## src/rtl/fht_input_loader.sv

```systemverilog
// fht_input_loader
// ----------------
// Collects one frame of N = 2^(A_BIT+2) real samples from a valid/ready stream,
// writes them into the four FHT input RAM banks, pulses oSTART to the
// controller and then refuses samples until the controller reports done.
//
// Optional feature macro: FHT_BIT_REV_EN
//   defined   : storage index r = bitrev(n) over A_BIT+2 bits (FHT order)
//   undefined : storage index r = n (samples arrive already permuted)
// Bank = r[1:0], address = r[A_BIT+1:2].
//
// Ports
//   iCLK, iRESET      clock, asynchronous active-low reset
//   iDATA, iVALID     input sample stream
//   oREADY            sample accepted this cycle when iVALID is high
//   iFHT_RDY          controller idle/done flag
//   iCLR_OVF          synchronous clear of oOVF
//   oWR_DATA/ADDR     shared bank write port (registered, one cycle after accept)
//   oWE_0..oWE_3      per-bank write enables, at most one high
//   oSTART            one-cycle start pulse to the controller
//   oBUSY             frame handed over, controller not yet done
//   oOVF              sticky: a sample was offered while oREADY was low
module fht_input_loader #(
    parameter int unsigned A_BIT = 8,
    parameter int unsigned D_BIT = 16
) (
    input  logic             iCLK,
    input  logic             iRESET,
    input  logic [D_BIT-1:0] iDATA,
    input  logic             iVALID,
    output logic             oREADY,
    input  logic             iFHT_RDY,
    input  logic             iCLR_OVF,
    output logic [D_BIT-1:0] oWR_DATA,
    output logic [A_BIT-1:0] oWR_ADDR,
    output logic             oWE_0,
    output logic             oWE_1,
    output logic             oWE_2,
    output logic             oWE_3,
    output logic             oSTART,
    output logic             oBUSY,
    output logic             oOVF
);

    localparam int unsigned NBit = A_BIT + 2;

    typedef enum logic [1:0] {
        StLoad,
        StKick,
        StWaitBusy,
        StWaitDone
    } state_e;

    state_e           state_q, state_d;
    logic [NBit-1:0]  n_q, n_d;
    logic [NBit-1:0]  r;
    logic [3:0]       we_q, we_d;
    logic [A_BIT-1:0] wr_addr_q, wr_addr_d;
    logic [D_BIT-1:0] wr_data_q, wr_data_d;
    logic             start_q, start_d;
    logic             ovf_q, ovf_d;
    logic             ready;
    logic             accept;

    // Ready is a pure decode of the state register, so it never depends on inputs.
    assign ready  = (state_q == StLoad);
    assign accept = iVALID & ready;

    // Storage index for the current sample.
    always_comb begin
        r = n_q;
`ifdef FHT_BIT_REV_EN
        for (int i = 0; i < int'(NBit); i++) begin
            r[i] = n_q[int'(NBit) - 1 - i];
        end
`endif
    end

    always_comb begin
        state_d   = state_q;
        n_d       = n_q;
        we_d      = 4'b0000;
        wr_addr_d = wr_addr_q;
        wr_data_d = wr_data_q;
        start_d   = 1'b0;

        if (accept) begin
            // Counter wraps from N-1 to 0 exactly on the last sample of a frame.
            n_d       = n_q + 1'b1;
            we_d[r[1:0]] = 1'b1;
            wr_addr_d = r[NBit-1:2];
            wr_data_d = iDATA;
        end

        unique case (state_q)
            StLoad: begin
                if (accept && (n_q == '1)) begin
                    state_d = StKick;
                end
            end
            StKick: begin
                start_d = 1'b1;
                state_d = StWaitBusy;
            end
            StWaitBusy: begin
                // Controller may still show its old "ready" here; only a drop counts.
                if (!iFHT_RDY) begin
                    state_d = StWaitDone;
                end
            end
            StWaitDone: begin
                if (iFHT_RDY) begin
                    state_d = StLoad;
                    n_d     = '0;
                end
            end
            default: state_d = StLoad;
        endcase

        // Set wins over clear.
        if (iVALID && !ready) begin
            ovf_d = 1'b1;
        end else if (iCLR_OVF) begin
            ovf_d = 1'b0;
        end else begin
            ovf_d = ovf_q;
        end
    end

    always_ff @(posedge iCLK or negedge iRESET) begin
        if (!iRESET) begin
            state_q   <= StLoad;
            n_q       <= '0;
            we_q      <= 4'b0000;
            wr_addr_q <= '0;
            wr_data_q <= '0;
            start_q   <= 1'b0;
            ovf_q     <= 1'b0;
        end else begin
            state_q   <= state_d;
            n_q       <= n_d;
            we_q      <= we_d;
            wr_addr_q <= wr_addr_d;
            wr_data_q <= wr_data_d;
            start_q   <= start_d;
            ovf_q     <= ovf_d;
        end
    end

    assign oREADY   = ready;
    assign oWR_DATA = wr_data_q;
    assign oWR_ADDR = wr_addr_q;
    assign oWE_0    = we_q[0];
    assign oWE_1    = we_q[1];
    assign oWE_2    = we_q[2];
    assign oWE_3    = we_q[3];
    assign oSTART   = start_q;
    assign oBUSY    = (state_q != StLoad) | start_q;
    assign oOVF     = ovf_q;

endmodule

```

## config.mk

```make
export PLATFORM = sky130hd
export DESIGN_NAME = fht_input_loader
export DESIGN_NICKNAME = d
export VERILOG_FILES = /design/src/rtl/fht_input_loader.sv
export SDC_FILE = /design/constraint.sdc
export NUM_CORES = 1
export LEC_CHECK = 0
export BUFFER_PORTS_ARGS = -buffer_cell sky130_fd_sc_hd__buf_4
export CORE_ASPECT_RATIO = 1.75
export CORE_MARGIN = 1
export CORE_UTILIZATION = 48
export CTS_BUF_LIST = sky130_fd_sc_hd__clkbuf_4 sky130_fd_sc_hd__clkbuf_8
export CTS_CLUSTER_SIZE = 28
export DETAILED_ROUTE_END_ITERATION = 8
export PLACE_DENSITY_LB_ADDON = 0.12
export REMOVE_ABC_BUFFERS = 1
export SKIP_CTS_REPAIR_TIMING = 1
export SKIP_LAST_GASP = 1
export SLEW_MARGIN = 0
export SYNTH_ARGS = -nofsm -noshare
export SYNTH_HDL_FRONTEND = slang
export SYNTH_SLANG_ARGS = --single-unit
```

## constraint.sdc

```tcl
create_clock -name iCLK -period 2.1 [get_ports iCLK]
set_input_delay 0.21 -clock iCLK [delete_from_list [all_inputs] [get_ports iCLK]]
set_output_delay 0.21 -clock iCLK [all_outputs]
set_load 0.01 [all_outputs]
```

==> summary by stage <==
Detailed routing
The total length of routed wires is 3682 µm. In the routed design, unresolved DRC markers number 0. The number of nets still failing antenna checks after routing is 0. For this run, the detailed router's first-pass iteration total came to 4. Dividing the detail-routed wire length by the instance count gives 14.73 µm.

The via count normalized by instance count is 5.080. The detailed router placed 1270 vias in this run. The first routing iteration left 2 violations.

Worst setup path
At the worst endpoint, the arrival time is 2230 ps. Traced cell by cell, the critical path runs through inv_2 > ha_4 > nand4_4 > or4_4 > a221oi_4 > mux2_4. STA classifies the critical path endpoint as a flop. The startpoint type of the worst setup path is a flop.

The worst register-to-register path begins at state_q[0]. The capture point of the worst path is state_q[1]. The launching element of the worst setup path is state_q[0]. On the critical path, the stage with the largest delay is an instance of sky130_fd_sc_hd__or4_4.

In this run the critical register-to-register path is captured at state_q[1]. The peak fanout along the critical path is 3. The delay of the slowest critical-path stage is 570 ps. In this run the register-to-register setup slack is 40 ps.

The required time of the worst setup path is 2270 ps. The number of cells on the worst reg-to-reg path is 6. By startpoint and endpoint, the worst setup path is classified as flop to flop.

Yosys
Of the total synthesized cell area, the portion taken by full adders, half adders and majority gates is 0.06110. The portion of synthesized area spent on multiplexers is 0.1487. For this run, the number of Yosys warnings is 0. Of the post-synthesis cell area, the dominant cell type holds 0.5703. The cell type with the highest aggregate area in the netlist is sky130_fd_sc_hd__dfrtp_1. Ranked by total cell area, the synthesized netlist is headed by sky130_fd_sc_hd__dfrtp_1 (57%), sky130_fd_sc_hd__mux2_2 (14%), sky130_fd_sc_hd__ha_1 (6.1%). By area, the combinational part of the netlist is dominated by multiplexers. The post-synthesis instance total is 139. The mean post-synth cell area is 13.26 µm². The number of different library cells used by synthesis comes to 29. The part of the Yosys area used for sequential elements is 0.5703.

The synthesized design contains 42 register bits. The fraction of synthesized cell area in xor and xnor cells is 0.03802. The compound-cell area share of the yosys netlist is 0.03598. Summing every instance area after synthesis gives 1843 µm². The simple-gate share of the synthesized area is 0.1120.

Cells and area
The count of antenna diodes in the layout is 0. The count of non-filler cells in the finished layout is 250. The layout net count is 233.

The growth of design area from synthesis to finish is 33.47%. The utilization after layout is 0.6712. In the final layout, the share of cells above drive strength 1 is 0.5049.

STA
The final number of max-transition violations was 0. Derived from the worst setup path, the maximum achievable clock frequency is 0.4862 GHz. The max-slew headroom at the worst pin is 0.6465.

The post-layout minimum cycle time is 2057 ps. The measured slew at the worst slew-check pin is 530.3 ps. The worst-case setup margin in the final layout is 43.24 ps.

The portion of the clock cycle consumed by the worst path in the final layout is 0.9794. The worst clock skew is 6.065 ps. The total setup violations reported at the end of the flow is 0. The final hold violation count is 0.

Die
The number of I/O pins is 53. The width of the die is 48.84 µm. The initial utilization of the core area, before any placement, comes to 0.5029. The floorplan step defined a die boundary enclosing 4101 µm². The die span in y is 83.97 µm. The total core area is 3665 µm². The count of standard-cell rows is 29.

Global routing
The number of antenna violations at the first check in global routing is 0. The sum of overflow across all layers after global routing is 0. The via count of the first global-routing pass is 1405. The largest net degree at the start of global routing is 43. Across every metal layer, demand over resource in global routing totals 0.2003. The first global-routing pass estimated 6230 µm of wire.

Power
The power per unit of standard cell area is 1260 nW/µm². The worst-case IR drop observed on VDD is 0.8374 mV. The leakage component of the power is 1.227 nW. The design draws 3.100 mW.

Place
The worst setup slack after placement is -25.12 ps. The cell count after placement is 237. After legalization and detailed placement, the total HPWL measured 2647 µm. The number of input and output port buffers inserted is 52. The congestion estimate from routability-driven global placement came to 0.9064.

Clock network
Clock latency on the worst-skew pair, taken at its later pin, is 290 ps. The clock tree buffer depth is 2. The clock drives 42 sinks. The H-tree was split into 2 levels. Buffers inserted during clock tree synthesis total 5. The buffer cell driving the clock tree root is sky130_fd_sc_hd__clkbuf_8. The post-CTS clock slew at the launch and capture registers of the worst setup and hold paths is 70 ps. The clock tree from TritonCTS is yes.

Run status
The flow ran to the end, and the final reports show no timing, DRC or antenna violations.

Hold path
The path type of the worst min-delay path is primary input to flop. The source of the worst hold timing path is iCLR_OVF.

Run
The total of max-cap violations is 0.
critical path, delay by kind of cell, from the launching register on:
family / cells / cell delay [ps]
and+or+nand+nor: 2 / 640
AOI/OAI and AO/OA: 1 / 300
buffers and inverters: 1 / 110
DFF: 1 / 410
adders and majority gates: 1 / 160
muxes: 1 / 330
layer usage:
| layer | up-vias | wire length (µm) | global-route usage |
|---|---|---|---|
| met3 | 10 | 138 | 0.03825 |
| met1 | 618 | 1336 | 0.2075 |
| met2 | 41 | 2118 | 0.3712 |
| met5 | - | 0 | 0 |
| li1 | 601 | - | - |
| met4 | 0 | 88 | 0.09893 |
per-stage QoR:
stage / hold WS, ps / instance area [µm²] / setup TNS (ps)
after floorplan: -85.59 / 1808 / -283.4
after global placement: 215.3 / 2293 / 0
after detailed placement: 226.5 / 2293 / -25.12
after CTS: -89.36 / 2407 / -34.11
after global routing: 96.48 / 2460 / -6.060
final: 98.10 / 2460 / 0
report_power, final:
group / leakage, nW / internal [mW] / switching [mW]
sequential: 0.542 / 1.04 / 0.136
clock: 0.0593 / 0.382 / 0.263
combinational: 0.626 / 0.721 / 0.554
total: 1.23 / 2.15 / 0.953
final cells by class:
type,count,area (µm²)
Multi-Input combinational cell,85,742.0
Fill cell,282,1205
Inverter,7,27.53
Clock inverter,1,30.03
Sequential cell,42,1051
Timing Repair Buffer,62,467.9
Tap cell,46,57.56
Clock buffer,7,83.83
cell usage after synthesis (all sizes together):
| cell | count |
|---|---|
| and2b | 1 |
| nor2 | 9 |
| buf | 3 |
| or4 | 1 |
| nand3 | 2 |
| a21oi | 3 |
| ha | 9 |
| nand4 | 4 |
| mux2 | 24 |
| nand2 | 7 |
| or3 | 1 |
| xnor2 | 5 |
| nor3 | 3 |
| dfrtp | 42 |
| and4 | 1 |
| and3 | 4 |
| and2 | 2 |
| xor2 | 3 |
| o22ai | 1 |
| nand2b | 1 |
| clkbuf | 2 |
| o21ai | 2 |
| clkinvlp | 1 |
| a221oi | 1 |
| inv | 6 |
| a2bb2oi | 1 |
state kept, by name (all words and copies together), names as in the netlist:
| signal | count |
|---|---|
| n_q | 10 |
| oSTART | 1 |
| oOVF | 1 |
| oWR_DATA | 16 |
| state_q | 2 |
| we_q | 4 |
| oWR_ADDR | 8 |
how the worst min path moves through the flow:
| stage | to | slack [ps] | cells after the start |
|---|---|---|---|
| after global placement | oSTART | 220 | 1 |
| after CTS | oWR_DATA[3] | -90 | 1 |
| after global routing | oOVF | 100 | 2 |
| after detailed placement | oOVF | 230 | 1 |
| final | oOVF | 100 | 2 |
| after floorplan | n_q[0] | -90 | 0 |
placed cells by master, fill, tap and decap left out, types with 2 or more instances in the layout:
cell and n:
sky130_fd_sc_hd__o21ai_0 2, sky130_fd_sc_hd__and2_1 2, sky130_fd_sc_hd__clkbuf_8 5, sky130_fd_sc_hd__xor2_1 3, sky130_fd_sc_hd__nand4_1 3, sky130_fd_sc_hd__mux2_2 23, sky130_fd_sc_hd__nor2_1 9, sky130_fd_sc_hd__nor3_1 3
sky130_fd_sc_hd__and3_1 4, sky130_fd_sc_hd__inv_2 2, sky130_fd_sc_hd__buf_4 61, sky130_fd_sc_hd__xnor2_1 5, sky130_fd_sc_hd__inv_1 4, sky130_fd_sc_hd__nand2_1 7, sky130_fd_sc_hd__nand3_1 2, sky130_fd_sc_hd__dfrtp_1 42
sky130_fd_sc_hd__a21oi_1 3, sky130_fd_sc_hd__clkbuf_4 2, sky130_fd_sc_hd__ha_1 8
kinds of logic (layout without fill, tap and decap cells):
kind of cell,Yosys count,in the layout
and+or+nand+nor,36,36
DFF,42,42
xor gates and xnor gates,8,8
muxes,24,24
buffers and inverters,12,77
adders and majority gates,9,9
AOI/OAI and AO/OA,8,8
No activity file was read; power rests on OpenSTA's default activity.
